$ cat src/rtl/board_mem_arbiter.sv
// Board-state RAM arbiter: display reads win, game writes queue in a FIFO and drain in idle slots.
// Optional bulk clear sequencer is enabled with the BOARD_CLEAR_EN macro.
module board_mem_arbiter #(
  parameter int unsigned CELLS        = 196,
  parameter int unsigned AW           = 8,
  parameter int unsigned DW           = 2,
  parameter int unsigned FIFO_DEPTH   = 4,
  parameter int unsigned STARVE_LIMIT = 1023
) (
  input  logic          clk,
  input  logic          rst,
  input  logic          disp_req,
  input  logic [AW-1:0] disp_addr,
  output logic          disp_valid,
  output logic [DW-1:0] disp_data,
  input  logic          wr_valid,
  output logic          wr_ready,
  input  logic [AW-1:0] wr_addr,
  input  logic [DW-1:0] wr_data,
  input  logic          clear_req,
  output logic          clear_done,
  output logic          busy,
  output logic          starve_err,
  output logic [AW-1:0] mem_addr,
  output logic          mem_we,
  output logic [DW-1:0] mem_wdata,
  input  logic [DW-1:0] mem_rdata
);

  localparam int unsigned   PW        = $clog2(FIFO_DEPTH);
  localparam int unsigned   SW        = $clog2(STARVE_LIMIT + 2);
  localparam logic [AW:0]   CellsW    = (AW+1)'(CELLS);
  localparam logic [PW:0]   DepthW    = (PW+1)'(FIFO_DEPTH);
  localparam logic [SW-1:0] StarveMax = SW'(STARVE_LIMIT + 1);

  logic [AW-1:0] fifo_addr_q [FIFO_DEPTH];
  logic [DW-1:0] fifo_data_q [FIFO_DEPTH];
  logic [PW-1:0] wr_ptr_q, rd_ptr_q;
  logic [PW:0]   count_q, count_d;
  logic          wr_ready_q;
  logic          fifo_empty, push, pop;
  logic [AW-1:0] head_addr;
  logic [DW-1:0] head_data;
  logic          head_in_range;
  logic          idle, clr_step;
  logic [AW-1:0] clr_addr;
  logic [AW-1:0] addr_q;
  logic [DW-1:0] wdata_q;
  logic          disp_valid_q, disp_oor_q;
  logic [SW-1:0] starve_cnt_q, starve_cnt_d;
  logic          starve_err_q;

`ifdef BOARD_CLEAR_EN
  typedef enum logic [1:0] {StIdle, StClear, StDone} state_e;
  state_e        state_q;
  logic [AW-1:0] clr_cnt_q;
  logic          clear_done_q;

  assign idle     = (state_q == StIdle);
  assign clr_step = (state_q == StClear) & ~disp_req & ~rst;
  assign clr_addr = clr_cnt_q;

  always_ff @(posedge clk) begin
    if (rst) begin
      state_q      <= StIdle;
      clr_cnt_q    <= '0;
      clear_done_q <= 1'b0;
    end else begin
      clear_done_q <= 1'b0;
      unique case (state_q)
        StIdle: begin
          if (clear_req) begin
            state_q   <= StClear;
            clr_cnt_q <= '0;
          end
        end
        StClear: begin
          if (clr_step) begin
            if (clr_cnt_q == AW'(CELLS - 1)) begin
              state_q      <= StDone;
              clear_done_q <= 1'b1;
            end else begin
              clr_cnt_q <= clr_cnt_q + 1'b1;
            end
          end
        end
        StDone:  state_q <= StIdle;
        default: state_q <= StIdle;
      endcase
    end
  end

  assign clear_done = clear_done_q;
`else
  logic unused_clear_req;
  assign unused_clear_req = clear_req;
  assign idle       = 1'b1;
  assign clr_step   = 1'b0;
  assign clr_addr   = '0;
  assign clear_done = 1'b0;
`endif

  // Write FIFO; pops only in idle slots, out-of-range heads are dropped silently.
  assign fifo_empty    = (count_q == '0);
  assign push          = wr_valid & wr_ready_q;
  assign head_addr     = fifo_addr_q[rd_ptr_q];
  assign head_data     = fifo_data_q[rd_ptr_q];
  assign head_in_range = ({1'b0, head_addr} < CellsW);
  assign pop           = idle & ~fifo_empty & ~disp_req & ~rst;
  assign count_d       = count_q + (PW+1)'(push) - (PW+1)'(pop);

  always_ff @(posedge clk) begin
    if (push) begin
      fifo_addr_q[wr_ptr_q] <= wr_addr;
      fifo_data_q[wr_ptr_q] <= wr_data;
    end
  end

  always_ff @(posedge clk) begin
    if (rst) begin
      wr_ptr_q   <= '0;
      rd_ptr_q   <= '0;
      count_q    <= '0;
      wr_ready_q <= 1'b0;
    end else begin
      if (push) wr_ptr_q <= wr_ptr_q + 1'b1;
      if (pop)  rd_ptr_q <= rd_ptr_q + 1'b1;
      count_q    <= count_d;
      wr_ready_q <= (count_d != DepthW);
    end
  end

  always_comb begin
    starve_cnt_d = starve_cnt_q;
    if (fifo_empty || pop) begin
      starve_cnt_d = '0;
    end else if (starve_cnt_q != StarveMax) begin
      starve_cnt_d = starve_cnt_q + 1'b1;
    end
  end

  always_ff @(posedge clk) begin
    if (rst) begin
      starve_cnt_q <= '0;
      starve_err_q <= 1'b0;
    end else begin
      starve_cnt_q <= starve_cnt_d;
      starve_err_q <= starve_err_q | (starve_cnt_d == StarveMax);
    end
  end

  // RAM port is combinational so a read issued this cycle returns data next cycle.
  always_comb begin
    mem_addr  = addr_q;
    mem_we    = 1'b0;
    mem_wdata = wdata_q;
    if (rst) begin
      mem_addr  = '0;
      mem_wdata = '0;
    end else if (disp_req) begin
      mem_addr = disp_addr;
    end else if (clr_step) begin
      mem_addr  = clr_addr;
      mem_we    = 1'b1;
      mem_wdata = '0;
    end else if (pop && head_in_range) begin
      mem_addr  = head_addr;
      mem_we    = 1'b1;
      mem_wdata = head_data;
    end
  end

  always_ff @(posedge clk) begin
    if (rst) begin
      addr_q       <= '0;
      wdata_q      <= '0;
      disp_valid_q <= 1'b0;
      disp_oor_q   <= 1'b0;
    end else begin
      addr_q       <= mem_addr;
      wdata_q      <= mem_wdata;
      disp_valid_q <= disp_req;
      disp_oor_q   <= ({1'b0, disp_addr} >= CellsW);
    end
  end

  assign disp_valid = disp_valid_q;
  assign disp_data  = (disp_valid_q && !disp_oor_q) ? mem_rdata : '0;
  assign wr_ready   = wr_ready_q;
  assign busy       = ~idle | ~fifo_empty;
  assign starve_err = starve_err_q;

endmodule

$ cat config.mk
export PLATFORM = sky130hd
export DESIGN_NAME = board_mem_arbiter
export DESIGN_NICKNAME = d
export VERILOG_FILES = /design/src/rtl/board_mem_arbiter.sv
export SDC_FILE = /design/constraint.sdc
export NUM_CORES = 1
export LEC_CHECK = 0
export CORE_ASPECT_RATIO = 0.5
export CORE_MARGIN = 2
export CORE_UTILIZATION = 45
export CTS_CLUSTER_DIAMETER = 30
export DETAILED_ROUTE_END_ITERATION = 10
export PLACE_DENSITY = 0.7
export SETUP_SLACK_MARGIN = 0.4
export SKIP_CTS_REPAIR_TIMING = 1
export SLEW_MARGIN = 20
export SYNTH_ARGS = -nofsm -noshare
export SYNTH_HDL_FRONTEND = slang
export SYNTH_SLANG_ARGS = --single-unit
$ cat constraint.sdc
create_clock -name clk -period 2.6 [get_ports clk]
set_input_delay 0.52 -clock clk [delete_from_list [all_inputs] [get_ports clk]]
set_output_delay 0.52 -clock clk [all_outputs]
set_load 0.02 [all_outputs]
==> results of run 1 <==
[cell type report]
class,count,area [µm²]
Multi-Input combinational cell,171,1469
Clock inverter,7,77.57
Timing Repair Buffer,71,638.1
Sequential cell,74,1889
Tap cell,92,115.1
Clock buffer,9,225.2
Inverter,11,43.79
Fill cell,497,2400
[cells in the final DEF (no fill, tap or decap), types with 4 or more instances in the layout]
master           instances
nor2_1                  27
xnor2_1                  9
inv_1                    9
buf_4                   34
ha_1                     7
mux4_1                   7
a21oi_1                  7
nor3_1                   4
clkinv_4                 4
nor2b_1                  8
buf_6                    6
dfxtp_1                 30
o21ai_4                  4
and3_1                   6
a22oi_1                  4
clkbuf_16                9
edfxtp_1                40
nor4_1                   4
nand3_1                  6
nand2_1                 17
xor2_1                   4
clkdlybuf4s50_1         27
[sequential cells by signal, indices dropped and copies added, names as in the netlist, 2 cells and up, named ones only]
signal,cells
count_q,3
addr_q,8
starve_cnt_q,11
fifo_data_q,8
fifo_addr_q,32
rd_ptr_q,2
wdata_q,2
wr_ptr_q,2
[where the power goes]
part           internal (mW)  switching, mW
clock network          0.748          0.489
logic                  0.620          0.650
registers               1.38         0.0912
[worst register-to-register path: stages, from the launching register on]
cell and delay (ns):
dfxtp_2 0.33, nor3_4 0.24, inv_4 0.09, nand2_4 0.09
buf_4 0.13, inv_2 0.04, ha_1 0.26, inv_1 0.04
ha_2 0.17, fa_2 0.35, xnor2_2 0.15, xnor2_1 0.15
nor3_1 0.21, nor2_1 0.06
[worst paths after layout]
kind                            cells after the start  slack (ns)                     endpoint
worst max-delay path                                6       -0.49                 mem_wdata[1]
worst min-delay path                                2        0.50  starve_cnt_q[10]$_SDFF_PP0_
worst max register to register                     13        0.17          wr_ready$_SDFF_PP0_
worst min register to register                      2        0.50  starve_cnt_q[10]$_SDFF_PP0_
[layer usage]
layer	wire length [µm]	track usage [%]	vias up
met5	0	0	-
met4	114	8.287	0
met3	278	6.533	10
met2	3249	30.46	45
met1	3054	22.06	1107
li1	-	-	1128
[cells by family (layout without fill, tap and decap cells)]
family | Yosys count | in the layout | synth area share [%]
XOR/XNOR | 14 | 14 | 3.749
buffers and inverters | 21 | 98 | 2.869
flip-flops | 74 | 74 | 57.54
AND/OR/NAND/NOR | 98 | 98 | 15.84
adder cells (fa/ha/maj) | 9 | 9 | 3.673
other | 1 | 1 | 0.1147
multiplexers | 16 | 16 | 9.717
AO/OA/AOI/OAI | 33 | 33 | 6.504
[stage by stage]
stage / cells / cell area, µm² / setup WS (ns)
3_5_place_dp: 415 / 4096 / -0.6421
4_1_cts: 431 / 4399 / -1.028
2_1_floorplan: 266 / 3431 / -0.2006
6_report: 435 / 4458 / -0.4902
3_3_place_gp: 415 / 4096 / -0.6118
5_1_grt: 435 / 4458 / -0.5864
==> impl_metrics.yaml, run 1 <==
floorplan:
  start_util_pct: 47.69
  dieArea_mm2: 0.008008
  rows: 21
  dieHeight_um: 64.29
  core-area_mm2: 0.006858
  die_w_um: 124.6
  ioPinCount: 43
synth:
  synth_area_mm2: 0.003271
  synth_seq_cells: 74
  ys.flop_type: "edfxtp_1"
  yosysMostFrequentCell: "edfxtp_1"
  synth-edff-count: 40
  yosysWarnings: 0
  syn_avg_cell_area_um2: 12.30
  syn_inst: 266
  yosys-top-cells-count: "40 x edfxtp_1, 34 x dfxtp_1, 28 x nor2_1"
  yosysTopAreaCell: "edfxtp_1"
  synth_top_cell_area_share_pct: 36.73
  synth_nets: 300
  ys_async_sr_fraction_pct: 0
  synthTopCellsByArea: "edfxtp_1 37%, dfxtp_1 21%, mux4_1 5.6%, nor2_1 3.2%, ha_1 3.1%"
  seq_area_frac_synth_pct: 57.54
  ys_types: 44
finish:
  final_layout_size_suffix_gt1_share_pct: 28.57
  synthToLayoutAreaGrowth_pct: 36.30
  finalNetCount: 372
  diodes: 0
  final_util_pct: 65.01
clocking:
  path_clk_slew_ns: 0.06
  cts-root-buf: "clkbuf_16"
  tritoncts: "yes"
  cts_made_buffers: 9
  clock-sinks: 74
  h-tree-depth: 3
  cts_buffer_depth: 2
  clk_latency_ns: 0.34
timing:
  rsz0062_at_grt: "yes"
  max_slew_margin_pct: 64.86
  fmax_mhz: 323.6
  hold_viol_final: 0
  worst_pin_slew_ns: 0.5271
  clock-skew-final_ns: 0.005555
  fin_crit_sh_pct: 118.9
  setup_slack_ns: -0.4902
  setup_viol: 11
  final_max_slew_viol_count: 0
  whs_ns: 0.4985
  period_minus_slack_ns: 3.090
  setup_tns_ns: -4.822
worst_setup_path:
  crit_chain: "mux4_2 -> or4_4 -> and2_4 -> nor2_4 -> mux2_4 -> buf_6"
  cpPeakStageDelay_ns: 0.55
  start_kind: "flop"
  worst_path_max_delay_cell: "or4_4"
  endpoint_kind: "output pin"
  r2r-start: "count_q[0]$_SDFF_PP0_"
  crit_arrival_ns: 2.57
  path_buf_inv: 1
  critPathMaxFanout: 5
  crit_required_ns: 2.08
  path_delay_family: "simple AND/OR/NAND/NOR gates"
  criticalPathCategory: "reg2out"
routing:
  wirelength_mm: 6.697
  drt-initial-drc-count: 106
  avgViaCountPerCell: 5.264
  drt_first_pass_iters: 4
  vias: 2290
  antenna_left: 0
  drc: 0
  wl_per_cell_um: 15.40
grt:
  grt_pass1_wl_mm: 11.21
  grt_pass1_vias: 2278
  grt_start_max_net_pins: 22
  overflow: 0
  track_usage_pct: 18.45
  antenna_found_initial: 0
worst_hold_path:
  hold_start: "starve_cnt_q[10]$_SDFF_PP0_"
  hold_path.class: "reg2reg"
flow_run:
  drv_cap: 0
placement:
  hpwlAfterDp_mm: 4.927
  io_buffers: 40
  place_congestion: 0.8707
power:
  power_density_mw_per_mm2: 891.3
  total_power_mw: 3.973
  p_leak_nw: 1.656
  vdd_drop_max_mv: 0.6536
run_status:
  outcome: "finished, violations left"
  violations: "setup timing"
(Power assumes the default switching activity.)
==> run 2: changes to the inputs <==
Settings changed: CTS_BUF_LIST set to sky130_fd_sc_hd__clkbuf_16.
==> results of run 2 <==
The final DEF is identical to that of run 1; final timing and power are the same.
